## src/rtl/cabac_value_refill.sv

```systemverilog
// +--------------------------------------------------------------------------+
// | cabac_value_refill: CABAC range/value/bits-needed owner with byte refill |
// | Optional: CABAC_REFILL_STATS_EN adds stall/refill counters               |
// | Revision: 1.0                                                            |
// +--------------------------------------------------------------------------+
`default_nettype none

module cabac_value_refill #(
  parameter int RANGE_W    = 9,
  parameter int VALUE_W    = 16,
  parameter int INIT_RANGE = 510,
  parameter int BN_W       = 5
) (
  input  logic               clk,
  input  logic               rst,
  input  logic               i_start,
  input  logic [7:0]         i_byte_in,
  input  logic               i_byte_valid,
  output logic               o_byte_ready,
  input  logic               i_bin_valid,
  input  logic [RANGE_W-1:0] i_range_in,
  input  logic [VALUE_W-1:0] i_value_in,
  input  logic [2:0]         i_num_bits_in,
  input  logic               i_lps_in,
  input  logic               i_no_renorm_in,
  output logic [RANGE_W-1:0] o_range_out,
  output logic [VALUE_W-1:0] o_value_out,
  output logic               o_ctx_ready,
  output logic [BN_W-1:0]    o_bits_needed
`ifdef CABAC_REFILL_STATS_EN
  ,
  output logic [31:0]        o_stall_cycles,
  output logic [31:0]        o_refill_count
`endif
);

  localparam logic [BN_W-1:0] c_BN_INIT = BN_W'(-8);
  localparam logic [BN_W-1:0] c_BN_STEP = BN_W'(8);

  typedef enum logic [2:0] {
    S_IDLE   = 3'd0,
    S_INIT0  = 3'd1,
    S_INIT1  = 3'd2,
    S_READY  = 3'd3,
    S_REFILL = 3'd4
  } state_t;

  state_t             r_state;
  state_t             w_state_next;
  logic [RANGE_W-1:0] r_range;
  logic [VALUE_W-1:0] r_value;
  logic [BN_W-1:0]    r_bn;

  logic               w_byte_ready;
  logic               w_ctx_ready;
  logic               w_load_hi;
  logic               w_load_lo;
  logic               w_commit;
  logic               w_refill_acc;
  logic [2:0]         w_shift;
  logic [BN_W-1:0]    w_bn_next;
  logic [VALUE_W-1:0] w_byte_shifted;

  // MPS without renormalisation consumes no bits.
  assign w_shift        = (i_lps_in | ~i_no_renorm_in) ? i_num_bits_in : 3'd0;
  assign w_bn_next      = r_bn + BN_W'(w_shift);
  assign w_byte_shifted = VALUE_W'(i_byte_in) << r_bn[2:0];

  always_ff @(posedge clk) begin
    if (rst) begin
      r_state <= S_IDLE;
    end else begin
      r_state <= w_state_next;
    end
  end

  always_comb begin
    w_state_next = r_state;
    w_byte_ready = 1'b0;
    w_ctx_ready  = 1'b0;
    w_load_hi    = 1'b0;
    w_load_lo    = 1'b0;
    w_commit     = 1'b0;
    w_refill_acc = 1'b0;
    // start pre-empts every state, so nothing is handshaken in its cycle.
    if (i_start) begin
      w_state_next = S_INIT0;
    end else begin
      case (r_state)
        S_IDLE: begin
          w_state_next = S_IDLE;
        end
        S_INIT0: begin
          w_byte_ready = 1'b1;
          if (i_byte_valid) begin
            w_load_hi    = 1'b1;
            w_state_next = S_INIT1;
          end
        end
        S_INIT1: begin
          w_byte_ready = 1'b1;
          if (i_byte_valid) begin
            w_load_lo    = 1'b1;
            w_state_next = S_READY;
          end
        end
        S_READY: begin
          w_ctx_ready = 1'b1;
          if (i_bin_valid) begin
            w_commit     = 1'b1;
            w_state_next = w_bn_next[BN_W-1] ? S_READY : S_REFILL;
          end
        end
        S_REFILL: begin
          w_byte_ready = 1'b1;
          if (i_byte_valid) begin
            w_refill_acc = 1'b1;
            w_state_next = S_READY;
          end
        end
        default: begin
          w_state_next = S_IDLE;
        end
      endcase
    end
  end

  always_ff @(posedge clk) begin
    if (rst) begin
      r_range <= '0;
      r_value <= '0;
      r_bn    <= c_BN_INIT;
    end else if (w_load_hi) begin
      r_value <= VALUE_W'({i_byte_in, 8'h00});
      r_range <= RANGE_W'(INIT_RANGE);
      r_bn    <= c_BN_INIT;
    end else if (w_load_lo) begin
      r_value[7:0] <= i_byte_in;
    end else if (w_commit) begin
      r_range <= i_range_in;
      r_value <= i_value_in;
      r_bn    <= w_bn_next;
    end else if (w_refill_acc) begin
      r_value <= r_value + w_byte_shifted;
      r_bn    <= r_bn - c_BN_STEP;
    end
  end

  assign o_range_out   = r_range;
  assign o_value_out   = r_value;
  assign o_bits_needed = r_bn;
  assign o_byte_ready  = w_byte_ready;
  assign o_ctx_ready   = w_ctx_ready;

`ifdef CABAC_REFILL_STATS_EN
  logic [31:0] r_stall_cycles;
  logic [31:0] r_refill_count;

  always_ff @(posedge clk) begin
    if (rst || i_start) begin
      r_stall_cycles <= '0;
      r_refill_count <= '0;
    end else begin
      if ((r_state == S_REFILL) && !i_byte_valid && (r_stall_cycles != '1)) begin
        r_stall_cycles <= r_stall_cycles + 32'd1;
      end
      if (w_refill_acc && (r_refill_count != '1)) begin
        r_refill_count <= r_refill_count + 32'd1;
      end
    end
  end

  assign o_stall_cycles = r_stall_cycles;
  assign o_refill_count = r_refill_count;
`endif

endmodule

`default_nettype wire

```

## config.mk

```make
export PLATFORM = sky130hd
export DESIGN_NAME = cabac_value_refill
export DESIGN_NICKNAME = d
export VERILOG_FILES = /design/src/rtl/cabac_value_refill.sv
export SDC_FILE = /design/constraint.sdc
export NUM_CORES = 1
export LEC_CHECK = 0
export ABC_AREA = 1
export CORE_ASPECT_RATIO = 0.75
export CORE_MARGIN = 1.5
export CORE_UTILIZATION = 45
export DETAILED_ROUTE_END_ITERATION = 10
export PLACE_DENSITY = 0.86
export SYNTH_ARGS = -nofsm -noshare
export SYNTH_HDL_FRONTEND = slang
export SYNTH_SLANG_ARGS = --single-unit
```

## constraint.sdc

```tcl
create_clock -name clk -period 5.9 [get_ports clk]
set_input_delay 1.18 -clock clk [delete_from_list [all_inputs] [get_ports clk]]
set_output_delay 1.18 -clock clk [all_outputs]
set_load 0.01 [all_outputs]
```

### Yosys cells after proc, flatten, opt, wreduce, memory -nomap -nowiden

Index checks and enable logic that the tools add are counted.

* register bits: 33
* bits of input ports: 43
* output and inout port bits: 32
* word-level logic and storage cells: 70

* add/subtract/negate cells: 3
* equal/unequal tests: 11
* shift-type cells: 1
* multiplexer cells: 31
* bitwise operators: 3
* reductions and logical operators: 14

Operators by type and width (count)
* $mux 16: 3
* $mux 9: 3
* $add 16x16->16: 1
* $mux 8: 2
* $shl 8x3->16: 1
* $mux 1: 15
* $mux 3: 5
* $mux 5: 2
* $pmux 3 s3: 1
* $reduce_and 2->1: 4
* $eq 3x2->1 const B: 2
* $ne 2x2->1 const B: 3
* $ne 3x3->1 const B: 2
* $reduce_and 3->1: 2
* $reduce_bool 3->1: 2
* $reduce_or 2->1: 3
* $add 5x3->5: 1
* $sub 5x4->5 const B: 1
* $reduce_bool 2->1: 2
* $eq 3x1->1 const B: 1
* $eq 3x3->1 const B: 1
* $ne 3x1->1 const B: 1
* $reduce_or 3->1: 1
* $ne 2x1->1 const B: 1
* other kinds (2): 3

### Depth between registers and ports, before layout

* word-level depth: 8
* mapped depth: 17
* mapped depth without buffers: 17

### Least setup slack after synthesis

No wires, ideal clock.

* kind: input to register
* start: in i_byte_in[1]
* end: reg r_value[8], in the netlist o_value_out[8]
* library setup time: 133 ps
* data arrival time: 2792 ps
* required time: 5767 ps
* setup slack: 2975 ps
* stages: 15
* path buffers: 0
* cell sequence: inv_1 o21ai_0 inv_1 nand2_1 o21ai_0 nor2_1 ha_1 or2_2 and2_1 nand2_1 nand2_1 xnor2_1 nand2_1 nand2_1 a21oi_1

* longest elaborated chain between the ends: 6

RTL lines
* start, declared: RTL line 17 `input logic [7:0] i_byte_in,`
* $shl 8x3->16: RTL line 67 `assign w_byte_shifted = VALUE_W'(i_byte_in) << r_bn[2:0];`
* $add 16x16->16: RTL line 144 `r_value <= r_value + w_byte_shifted;`
* $mux 16: RTL line 143 `end else if (w_refill_acc) begin`
* $mux 16: RTL line 139 `end else if (w_commit) begin`
* $mux 8: RTL line 137 `end else if (w_load_lo) begin`
* $mux 16: RTL line 133 `end else if (w_load_hi) begin`
* end signal, assigned: RTL line 134 `r_value <= VALUE_W'({i_byte_in, 8'h00});`
* end signal, assigned: RTL line 141 `r_value <= i_value_in;`
* end signal, assigned: RTL line 144
* end, declared: RTL line 51 `logic [VALUE_W-1:0] r_value;`

No other way between the ends. The select of a mux whose other input is x is not followed.
A chain may end at the register's enable or synchronous reset.

### Worst setup path in the final report

* start: in i_byte_in[7]
* end: reg r_value[8], in the netlist o_value_out[8]

The elaborated chain is that of the path after synthesis.

==> impl_results.md <==
- Core Footprint: ~6300 sq um
- Die ar.: approximately 7000 sq um
- First-pass iteration count of the detailed router: 5
- Hold_buf cts: 0
- Root buffer cell: clkbuf_8
- CTS tree: yes
- Post-Syn Area: 2940 sq um
- Peak supply drop: around 0.12 mV
- CTS Buf Count: 5
- Worst slew pin tran: 713 ps
- CP Max Fanout: 5
- Syn_area_per_cell: around 6.0 sq um
- Share of cells above drive strength 1: 0.0446
- Synth unique cells: 37
- Power Total: 0.000611 W
- Worst Skew: between 3 and 4 ps
- Die X: 96.4 microns
- Synth cell count leaders: nand2_1, inv_1, nand3_1
- Initial antenna violation count: 0
- Status: completed
- PwrDens: between 150 and 200 nW/um^2
- Area share of the largest cell type after synthesis: 0.225
- Grt ovf: 0
- Syn. warnings: 0
- Final Util: 0.613
- FF/Latch Area: ~660 sq um
- Final WL: just over 9 mm
- Main synth FF type: dfxtp_1
- Placed Instance Area: about 3700 sq um
- Final Hold Fails: 0
- Final worst path period share: 0.622
- Clock Latency Late Sink: ~300 ps
- # fillers: between 600 and 700
- Diode count: 0
- Cts repair resizes: 0
- I/O Buffers: 74
- Clk buf depth: 2
- Worst slew margin: 0.523
- Die height: approximately 73 microns
- Placed Cells: around 630
- Worst Setup Path Type: in -> reg
- Number of global-route vias before repair: ~3,200
- Largest net degree at the start of global routing: between 40 and 50
- DP HPWL: around 7 mm
- Most frequent cell after synthesis: nand2_1
- Sink Count: 33
- Overall global routing resource usage: 0.273
- P_leak: 1.92 nW
- # IOs: 75
- Sequential element share of the synthesized area: 0.225
- RD Place Congestion: 1.05
- Worst min path class: reg -> reg
- Area contributors post-synth: dfxtp_1, nand2_1, inv_1
- Synth Net Count: 553
- CP arrival: 3840 ps
- Post-synth EDFFs: 0
- Area of the multi-input gates: between 1500 and 2000 sq um
- Vias/cell: 5.47
- Via count: ~3,500
- Final slew viol count: 0
- Non-Filler Instances: approximately 640
- Fin area: 3870 sq um
- # rows: 25
- Setup Buffers After CTS: 0
- Endpoints failing setup: 0
- Clk pin slew, worst setup/hold paths: approximately 80 ps
- RSZ-0062 raised after global routing: false
- Critical Path Sink Type: register
- Yosys top cell by area: dfxtp_1
- CTS H-tree lvls: 2
- FFs w/ async S/R, synth: 0
- First-pass GRT wire length: around 15 mm
- Synth Register Bits: 33
- Area grow syn2layout: 31.7%
- Nets: between 600 and 700
- Max Cap Viol: 0
- Period minus WS final: ~3700 ps
- Setup TNS: 0 ps
- DR iter-0 viols: between 200 and 300
- Initial Utilization: 0.466
- Routed Antenna Nets: 0
- Crit path required time: about 6100 ps
- Mapped Cells: 490
- Drt wl/cell: 14.5 microns
- Critical Path Source Type: input port
- Residual DRC: 0
- F_max: between 200 and 300 MHz
## metal layers
layer	part of all wire	global-route usage	wire, microns	vias up
li1	-	-	-	1717
met1	0.44	0.373	4050	1556
met2	0.43	0.433	3970	210
met3	0.11	0.0500	1040	30
met4	0.025	0.0934	237	0
met5	0	0	0	-
## registers in the layout, indices dropped and copies added (netlist names)
name	cells
o_value_out	16
o_range_out	9
o_bits_needed	5
r_state	3
## per-stage QoR
stage          setup slack (ps)  hold slack, ps
2_1_floorplan              2980             486
3_3_place_gp               2130             457
3_5_place_dp               2040             458
4_1_cts                    2250             472
5_1_grt                    2060             488
6_report                   2230             470
## kinds of logic after synthesis
kind of cell               Yosys count  share of synthesized area
and+or+nand+nor                    247                      0.359
buffers and inverters               93                      0.121
AOI/OAI and AO/OA                   86                      0.171
DFF                                 33                      0.225
adders and majority gates           20                     0.0902
xor gates and xnor gates             7                     0.0208
muxes                                4                     0.0136
## power by group
group	total, W	switching (W)	internal [W]
logic	0.000107	0.0000535	0.0000536
registers	0.000233	0.00000483	0.000228
clock network	0.000271	0.000101	0.000170
## final timing paths
check,from,endpoint,slack [ps],cells past startpoint
hold / removal,o_range_out[0],o_range_out[0],470,2
setup / recovery,i_byte_in[7],o_value_out[8],2230,16
hold reg to reg,o_range_out[0],o_range_out[0],470,2
setup reg to reg,o_bits_needed[0],o_value_out[9],2930,14
## worst max-delay path, cell delays in order
cell	delay (ps)
clkdlybuf4s50_1	630
inv_1	100
o21ai_0	290
o21ai_0	200
mux2i_1	300
ha_1	340
nand2_1	130
inv_1	80
nand2_1	70
nand2_1	60
inv_1	50
nand2_1	60
xnor2_1	150
nand2_1	70
nand2_1	70
a21oi_1	50
## layout make-up
type / count / share of cell area
well taps: 81 / 0.0262
repair buffers: 74 / 0.191
clock buffers: 5 / 0.0178
clock inverters: 3 / 0.0178
flip-flops and latches: 33 / 0.171
multi-input cells: 364 / 0.497
inverters: 82 / 0.0795
## cells in the final DEF (no fill, tap or decap), types with 12 or more instances in the layout
cell / count
ha_1: 18
clkdlybuf4s50_1: 74
nand3_1: 37
a21oi_1: 27
nand2_1: 161
inv_1: 75
a22oi_1: 12
o21ai_0: 26
dfxtp_1: 33
nor2_1: 24
(Power assumes the default switching activity.)
